File: src/rtl/dac_axis_sample_unpacker.sv
// AXI4-Stream 64-bit IQ beat receiver: buffers beats in a small FIFO and replays
// them to the DAC datapath as one {I,Q} sample per clock, with priming and underflow stats.
//
// state    | meaning
// ST_IDLE  | playback disabled, no output
// ST_PRIME | waiting for enough buffered beats (or a buffered frame end)
// ST_PLAY0 | pop head beat and emit sample 0 (underflow if FIFO empty)
// ST_PLAY1 | emit sample 1 of the held beat
module dac_axis_sample_unpacker #(
  parameter int AXI_DATA_WIDTH  = 64,
  parameter int FIFO_DEPTH_LOG2 = 4,
  parameter int PRIME_LEVEL     = 4
) (
  input  logic                       aclk,
  input  logic                       aresetn,
  input  logic [AXI_DATA_WIDTH-1:0]  s_axis_tdata,
  input  logic                       s_axis_tvalid,
  input  logic                       s_axis_tlast,
  input  logic [7:0]                 s_axis_tkeep,
  output logic                       s_axis_tready,
  input  logic                       dac_enable,
  input  logic                       clear_stats,
  output logic [15:0]                dac_data_i,
  output logic [15:0]                dac_data_q,
  output logic                       dac_data_valid,
  output logic                       frame_done,
  output logic [15:0]                underflow_count,
  output logic                       keep_error,
  output logic [FIFO_DEPTH_LOG2:0]   fifo_level
);

  localparam int DEPTH = 1 << FIFO_DEPTH_LOG2;
  localparam int LW    = FIFO_DEPTH_LOG2 + 1;
  localparam logic [LW-1:0] DEPTH_L = LW'(DEPTH);
  localparam logic [LW-1:0] PRIME_L = LW'(PRIME_LEVEL);

  typedef enum logic [1:0] {ST_IDLE, ST_PRIME, ST_PLAY0, ST_PLAY1} state_t;
  state_t state, state_next;

  logic [AXI_DATA_WIDTH+1:0]  mem [DEPTH];
  logic [FIFO_DEPTH_LOG2-1:0] wr_ptr, rd_ptr;
  logic [LW-1:0]              level, level_next;
  logic [LW-1:0]              tlast_cnt, tlast_cnt_next;
  logic                       tready_q;
  logic                       fifo_empty, beat_acc, keep_legal, wr_en, rd_en;
  logic [AXI_DATA_WIDTH+1:0]  head;
  logic                       head_last, head_half;
  logic [31:0]                hold_sample;
  logic                       hold_last;
  logic [31:0]                sample_next;
  logic                       valid_next, fd_next, uf_inc;

  assign fifo_empty = (level == '0);
  assign beat_acc   = s_axis_tvalid & tready_q;
  assign keep_legal = (s_axis_tkeep == 8'hFF) | ((s_axis_tkeep == 8'h0F) & s_axis_tlast);
  assign wr_en      = beat_acc & keep_legal;
  assign head       = mem[rd_ptr];
  assign head_last  = head[AXI_DATA_WIDTH+1];
  assign head_half  = head[AXI_DATA_WIDTH];

  always_ff @(posedge aclk) begin
    if (wr_en)
      mem[wr_ptr] <= {s_axis_tlast, (s_axis_tkeep == 8'h0F), s_axis_tdata};
  end

  always_comb begin
    level_next = level;
    if (wr_en && !rd_en)      level_next = level + 1'b1;
    else if (!wr_en && rd_en) level_next = level - 1'b1;
  end

  // Count of buffered frame ends lets PRIME start a short frame below the prime level.
  always_comb begin
    tlast_cnt_next = tlast_cnt;
    if ((wr_en && s_axis_tlast) && !(rd_en && head_last))      tlast_cnt_next = tlast_cnt + 1'b1;
    else if (!(wr_en && s_axis_tlast) && (rd_en && head_last)) tlast_cnt_next = tlast_cnt - 1'b1;
  end

  always_ff @(posedge aclk or negedge aresetn) begin
    if (!aresetn) begin
      wr_ptr    <= '0;
      rd_ptr    <= '0;
      level     <= '0;
      tlast_cnt <= '0;
      tready_q  <= 1'b0;
    end else begin
      if (wr_en) wr_ptr <= wr_ptr + 1'b1;
      if (rd_en) rd_ptr <= rd_ptr + 1'b1;
      level     <= level_next;
      tlast_cnt <= tlast_cnt_next;
      tready_q  <= (level_next < DEPTH_L);
    end
  end

  always_ff @(posedge aclk or negedge aresetn) begin
    if (!aresetn) state <= ST_IDLE;
    else          state <= state_next;
  end

  always_comb begin
    state_next = state;
    case (state)
      ST_IDLE:  if (dac_enable) state_next = ST_PRIME;
      ST_PRIME: begin
        if (!dac_enable)                                    state_next = ST_IDLE;
        else if ((level >= PRIME_L) || (tlast_cnt != '0))   state_next = ST_PLAY0;
      end
      ST_PLAY0: begin
        if (fifo_empty) begin
          if (!dac_enable) state_next = ST_IDLE;
        end else if (!head_half) begin
          state_next = ST_PLAY1;
        end else begin
          state_next = dac_enable ? ST_PRIME : ST_IDLE;
        end
      end
      ST_PLAY1: begin
        if (hold_last) state_next = dac_enable ? ST_PRIME : ST_IDLE;
        else           state_next = dac_enable ? ST_PLAY0 : ST_IDLE;
      end
      default:  state_next = ST_IDLE;
    endcase
  end

  always_comb begin
    rd_en       = 1'b0;
    valid_next  = 1'b0;
    fd_next     = 1'b0;
    uf_inc      = 1'b0;
    sample_next = '0;
    case (state)
      ST_PLAY0: begin
        if (fifo_empty) begin
          uf_inc = 1'b1;
        end else begin
          rd_en       = 1'b1;
          valid_next  = 1'b1;
          sample_next = head[31:0];
          fd_next     = head_half & head_last;
        end
      end
      ST_PLAY1: begin
        valid_next  = 1'b1;
        sample_next = hold_sample;
        fd_next     = hold_last;
      end
      default: ;
    endcase
  end

  always_ff @(posedge aclk or negedge aresetn) begin
    if (!aresetn) begin
      dac_data_valid <= 1'b0;
      dac_data_i     <= '0;
      dac_data_q     <= '0;
      frame_done     <= 1'b0;
      hold_sample    <= '0;
      hold_last      <= 1'b0;
    end else begin
      dac_data_valid <= valid_next;
      dac_data_i     <= sample_next[31:16];
      dac_data_q     <= sample_next[15:0];
      frame_done     <= fd_next;
      if (rd_en) begin
        hold_sample <= head[AXI_DATA_WIDTH-1:32];
        hold_last   <= head_last;
      end
    end
  end

  // clear_stats wins over a same-cycle increment or error.
  always_ff @(posedge aclk or negedge aresetn) begin
    if (!aresetn) begin
      underflow_count <= '0;
      keep_error      <= 1'b0;
    end else if (clear_stats) begin
      underflow_count <= '0;
      keep_error      <= 1'b0;
    end else begin
      if (uf_inc && (underflow_count != 16'hFFFF)) underflow_count <= underflow_count + 1'b1;
      if (beat_acc && !keep_legal)                 keep_error      <= 1'b1;
    end
  end

  assign s_axis_tready = tready_q;
  assign fifo_level    = level;

endmodule

File: config.mk
export PLATFORM = sky130hd
export DESIGN_NAME = dac_axis_sample_unpacker
export DESIGN_NICKNAME = d
export VERILOG_FILES = /design/src/rtl/dac_axis_sample_unpacker.sv
export SDC_FILE = /design/constraint.sdc
export NUM_CORES = 1
export LEC_CHECK = 0
export CAP_MARGIN = 30
export CORE_ASPECT_RATIO = 1.75
export CORE_MARGIN = 5
export CORE_UTILIZATION = 57
export CTS_BUF_LIST = sky130_fd_sc_hd__clkbuf_4
export DETAILED_ROUTE_END_ITERATION = 10
export PLACE_DENSITY_LB_ADDON = 0.08
export SLEW_MARGIN = 10
export SYNTH_ARGS = -nofsm -noshare
export SYNTH_HDL_FRONTEND = slang
export SYNTH_SLANG_ARGS = --single-unit
File: constraint.sdc
create_clock -name aclk -period 7.1 [get_ports aclk]
set_input_delay 1.42 -clock aclk [delete_from_list [all_inputs] [get_ports aclk]]
set_output_delay 1.42 -clock aclk [all_outputs]
set_load 0.02 [all_outputs]
Word level (Yosys, flattened, before mapping)
Memories as Yosys holds them, arrays and structs flattened.
Index checks and enable logic that the tools add are counted.
{ "word_totals": {"rom_bits": 0, "latch_bits": 0, "ramBits": 1056, "n_memories": 1, "reg_bits": 105, "in_bits": 78} }
{ "mem_list": {"columns": ["name", "words", "word_bits", "read_ports", "rd_clocked_by_memory_dff", "wr", "line", "rtl"], "rows": [
  ["mem", 16, 66, 1, 0, 1, "40", "logic [AXI_DATA_WIDTH+1:0] mem [DEPTH];"]
]} }
{ "op_classes": {"n_bitwise": 5, "eq_ne": 9, "reduce_logical": 21, "add_sub_neg": 7, "shifts": 0, "n_div": 0, "mux": 29, "n_lt_le_gt_ge": 2, "multipliers": 0} }
{ "ops": {"columns": ["cell", "n"], "rows": [
  ["32-bit case mux with 2 select lines", 1],
  ["16-bit two-way mux", 2],
  ["32-bit two-way mux", 1],
  ["5-bit two-way mux", 4],
  ["16-bit by 1-bit adder with 16-bit output (second input constant)", 1],
  ["2-bit two-way mux", 8],
  ["16-bit != test (second input constant)", 1],
  ["5-bit by 1-bit adder with 5-bit output (second input constant)", 2],
  ["1-bit two-way mux", 10],
  ["5-bit by 1-bit subtractor with 5-bit output (second input constant)", 2],
  ["4-bit by 1-bit adder with 4-bit output (second input constant)", 2],
  ["8-bit by 4-bit equality test with 1-bit output (second input constant)", 1],
  ["8-bit equality test (second input constant)", 1],
  ["1-bit logical AND", 8],
  ["2-bit case mux with 4 select lines", 1],
  ["3-bit != test (second input constant)", 2],
  ["2-bit nonzero test", 3],
  ["5-bit by 3-bit >= comparator with 1-bit output (second input constant)", 1],
  ["1-bit logical NOT", 5],
  ["5-bit logical NOT", 1],
  ["5-bit < comparator (second input constant)", 1],
  ["5-bit nonzero test", 1],
  ["1-bit AND", 4],
  ["2-bit equality test (second input constant)", 2],
  ["7 further kinds", 8]
]} }

Logic depth before layout (Yosys ltp)
{ "depth": {"word_depth": 9, "depth_mapped": 17, "mapped_depth_nobuf": 17} }

Worst setup path before layout
Ideal clock, no wire load.
{ "synth_timing": {"kind": "input to register", "startpoint": "input port s_axis_tkeep[5]", "endpoint": "memory mem[1][0] (netlist name) (enable)", "n_path_buf": 1, "t_arrival_ns": 7.036, "setup_slack_ns": -0.508, "stages": 6, "setup_time_ns": 0.571, "path_cell_list": "nor4_1 -> nand2_1 -> a211oi_1 -> clkbuf_1 -> nand2_1 -> nor3_1"} }
{ "synth_between": {"elab_chain_len": 6, "elab_cells_between_ends": 7} }
{ "synth_rtl": {"columns": ["item", "line", "rtl"], "rows": [
  ["from (decl)", "19", "input logic [7:0] s_axis_tkeep,"],
  ["8-bit by 4-bit equality test with 1-bit output", "55", "assign keep_legal = (s_axis_tkeep == 8'hFF) | ((s_axis_tkeep == 8'h0F) & s_axis_tlast);"],
  ["1-bit AND", "55", null],
  ["1-bit OR *", "55", null],
  ["1-bit AND *", "56", "assign wr_en = beat_acc & keep_legal;"],
  ["named net wr_en", "45", "logic fifo_empty, beat_acc, keep_legal, wr_en, rd_en;"],
  ["1-bit two-way mux *", "62", "if (wr_en)"],
  ["1-bit two-way mux (not written as such) *", "63", "mem[wr_ptr] <= {s_axis_tlast, (s_axis_tkeep == 8'h0F), s_axis_tdata};"],
  ["to (decl)", "40", null]
]} }
Mark *: on every way through the listed nets, which the timed path passes. The rest lies on a longest branch.

Worst setup path after layout
{ "layout_timing": {"startpoint": "input port s_axis_tlast", "endpoint": "memory mem[3][58] (netlist name) (enable)"} }
{ "layout_between": {"elab_chain_len": 5} }
{ "layout_rtl": {"columns": ["item", "line", "rtl"], "rows": [
  ["from (decl)", "18", "input logic s_axis_tlast,"],
  ["1-bit AND", "55", null],
  ["1-bit OR", "55", null],
  ["1-bit AND", "56", null],
  ["1-bit two-way mux", "62", null],
  ["1-bit two-way mux (not written as such)", "63", null]
]} }
No other way between the ends.

==> impl_summary.md <==
Run status
The run finished with clean final reports.

Synthesis
The number of synthesized register bits is 1161. The most frequently used flop master after synthesis is sky130_fd_sc_hd__edfxtp_1. The net count of the mapped netlist is 2053. The mapped netlist covers 44200 µm². For this run, the number of Yosys warnings is 0. The average size of a mapped cell is 22.6 µm². The proportion of synthesized chip area in sequential cells is 0.777.

The number of enable flip-flop cells after synthesis is 1056. The count of different cell masters after synthesis is 48. Counting every instance in the synthesized netlist gives 1959.

In the synthesized netlist the async set-or-reset flop fraction comes to 0.0904.

Global routing
Global routing finished with a remaining overflow of 0. The maximum number of pins on one net before global-route repair is 129. Across every metal layer, demand over resource in global routing totals 0.253.

The via count of the first global-routing pass came to 23363. The number of antenna violations at the first check in global routing is 11. The first global-routing pass estimated 151000 µm of wire.

Setup path
For this run, the slowest stage of the critical path takes 0.91 ns. The worst setup path is launched from an input port. The critical path required time is 7.80 ns. STA classifies the critical path endpoint as a flip-flop. Data on the critical path arrives at its endpoint at 4.68 ns. The worst setup path is of the in2reg kind. On the critical path, the stage with the largest delay is an instance of sky130_fd_sc_hd__clkdlybuf4s50_1. Traced cell by cell, the critical path runs through clkdlybuf4s50_1, nand2_1, a211oi_1, buf_4, nand2_1, nor3_4, buf_12. The critical path buffer and inverter count is 3.

The maximum net fanout on the critical path is 54. The family with the most delay on the worst path is buffers and inverters. The most numerous cell type found on the critical path is sky130_fd_sc_hd__nand2_1.

Clocking
The number of buffers inserted during clock tree synthesis is 276. After clock tree synthesis, the clock-pin slew on the worst setup and hold paths is 0.07 ns. Hold repair after CTS inserted 0 buffers. The CTS root buffer is sky130_fd_sc_hd__clkbuf_4. The clock passes through at most 4 buffers.

The clock reaches the later pin of the worst-skew pair after 1.11 ns. Post-CTS repair changed the size of 0 cells. The count of buffers added by post-CTS timing repair for setup is 0. The deepest level of the CTS H-tree is 5. The clock tree from TritonCTS is built.

Clock tree synthesis found a total of 1161 sinks.

Timing
The final-report hold violation count is 0. Between clock sinks in the finished design, the worst skew comes to 0.0581 ns. The shortest period the worst path allows is 3.98 ns. At the pin with the least slew margin, the transition time is 0.942 ns. The final sum of negative setup slack is 0 ns. The final setup violation count is 0. Dividing the final minimum period by the clock period gives 0.561. The number of pins exceeding their max-slew limit in the final report is 0.

Based on the critical path, the design can be clocked at up to 251 MHz. The worst max-slew margin expressed relative to the limit is 0.370. Setup repair after global routing left no endpoint under its margin.

Detailed routing
The detailed-route via count is 21509. The number of vias per cell after detailed routing is 6.09. For this run, the detailed router's first-pass iteration total came to 5. The detailed router finished its first iteration with 1756 violations. The remaining antenna violation count is 0. The post-detailed-routing wire length is 102000 µm.

Wire segments on met2 add up to 54200 µm in the final route. The average wire per cell in the routed design is 28.8 µm. The detailed router put a total of 37400 µm of wire on met1. The topmost layer with routed signal wires is met5. In the routed design, unresolved DRC markers number 0. The wire length on met3 is 7720 µm.

Finish
The number of filler cells placed in the layout is 5283. Of the cells placed in the final design, the portion with a size suffix greater than 1 is 0.314. The library cell used most frequently in the layout, excluding fill and tap cells, is sky130_fd_sc_hd__edfxtp_1.

From synthesis to final layout, the design area changed by 14.0%. The top cell types in the final layout, fill and taps aside, are sky130_fd_sc_hd__edfxtp_1, sky130_fd_sc_hd__clkbuf_4, sky130_fd_sc_hd__mux4_2, sky130_fd_sc_hd__clkdlybuf4s50_1, sky130_fd_sc_hd__dfrtp_1. For this run, the post-layout net count is 2406.

Power
In this run the static leakage power is 16.4 nW. The worst-case IR drop observed on VDD is 0.000281 V. The ratio of total power to cell area is 327 nW/µm². The post-route total power is 0.0165 W.

Floorplan
In this run the horizontal extent of the chip is 221 µm. For this configuration, the core starts out at a cell density of 0.573. The number of standard-cell rows in the floorplan is 135.

The region available for standard cell placement spans 77200 µm². The number of top-level pins is 135. The die covers 83400 µm².

The floorplan step set the die height to 378 µm.

Placement
The congestion estimate from routability-driven global placement came to 0.773. The number of port buffers is 134. Detailed placement finished with a half-perimeter wire length of 56400 µm.

Hold path
In this run the worst hold path is classified as in2async.

Job
The max-capacitance violation count is 0.
## per-stage QoR
stage	instances	area [µm²]	setup slack, ns	util	hold WS (ns)
finish	3532	50400	3.12	0.653	0.347
CTS	3523	50300	3.11	0.652	0.230
global placement	3057	47000	2.11	0.609	0.463
detailed placement	3057	47000	2.04	0.609	0.467
global route	3530	50400	2.92	0.653	0.242
floorplan	1959	44200	1.26	-	0.443
## cell usage after synthesis, drive strengths merged, types with 9 or more instances
cell type,n,area share
dfrtp,105,0.059
mux4,294,0.15
xor2,13,0.0026
a21oi,38,0.0043
mux2i,74,0.017
buf,62,0.0077
inv,13,0.0011
edfxtp,1056,0.72
a22o,33,0.0065
a21o,11,0.0019
nand2,26,0.0022
o21ai,37,0.0042
nand3,9,0.0010
ha,15,0.0042
nor2,60,0.0051
clkbuf,38,0.0032
nor3,9,0.0013
## final timing paths
check / cells after the start / slack, ns / from / endpoint
max: 7 / 3.12 / s_axis_tlast / mem[3][58]$_DFFE_PP_
min: 1 / 0.35 / aresetn / tlast_cnt[2]$_DFFE_PN0P_
max reg2reg: 12 / 3.18 / rd_ptr[1]$_DFFE_PN0P_ / tlast_cnt[4]$_DFFE_PN0P_
min reg2reg: 1 / 0.48 / tlast_cnt[4]$_DFFE_PN0P_ / tlast_cnt[4]$_DFFE_PN0P_
max in group asynchronous: 2 / 5.45 / aresetn / dac_data_q[0]$_DFF_PN0_
min in group aclk: 1 / 0.48 / tlast_cnt[4]$_DFFE_PN0P_ / tlast_cnt[4]$_DFFE_PN0P_
## registers in the layout, summed over array words and instances (netlist names)
| name | count |
|---|---|
| dac_data_i | 16 |
| dac_data_q | 16 |
| dac_data_valid | 1 |
| fifo_level | 5 |
| frame_done | 1 |
| hold_last | 1 |
| hold_sample | 32 |
| keep_error | 1 |
| mem | 1056 |
| rd_ptr | 4 |
| s_axis_tready | 1 |
| state | 2 |
| tlast_cnt | 5 |
| underflow_count | 16 |
| wr_ptr | 4 |
## where the power goes
group	total (W)	switching (W)	internal [W]
Combinational	0.00349	0.00166	0.00183
Sequential	0.00791	0.000315	0.00759
Clock	0.00510	0.00242	0.00268
Total	0.0165	0.00440	0.0121
## logic make-up after synthesis
family | share of synthesized area
muxes | 0.167
DFF | 0.777
and+or+nand+nor | 0.0143
buffers and inverters | 0.0121
AOI/OAI and AO/OA | 0.0212
adders and majority gates | 0.00470
xor gates and xnor gates | 0.00416
## worst reg2reg max path, cell delays in order (launching register included)
cell and delay (ns):
sky130_fd_sc_hd__dfrtp_4 0.82, sky130_fd_sc_hd__buf_4 0.62, sky130_fd_sc_hd__mux4_2 0.59, sky130_fd_sc_hd__o22ai_1 0.31, sky130_fd_sc_hd__inv_1 0.09, sky130_fd_sc_hd__ha_1 0.23, sky130_fd_sc_hd__inv_1 0.15, sky130_fd_sc_hd__ha_1 0.29
sky130_fd_sc_hd__a21o_1 0.20, sky130_fd_sc_hd__a21oi_1 0.18, sky130_fd_sc_hd__xnor2_1 0.13, sky130_fd_sc_hd__nor2_1 0.06, sky130_fd_sc_hd__xor2_1 0.14
## layout make-up
cell class	instances	area, µm²	share of cell area
Inverter	13	48.8	0.000968
Tap cell	1027	1280	0.0255
Multi-Input combinational cell	685	9480	0.188
Antenna cell	5	12.5	0.000248
Sequential cell	1161	34400	0.682
Clock buffer	412	3090	0.0614
Timing Repair Buffer	175	1900	0.0377
Clock inverter	54	234	0.00464
## layer usage
layer,vias up,track usage
met4,12,0.0724
met1,11348,0.325
met3,166,0.0688
li1,9117,-
met5,-,0
met2,866,0.430
(Power assumes the default switching activity.)
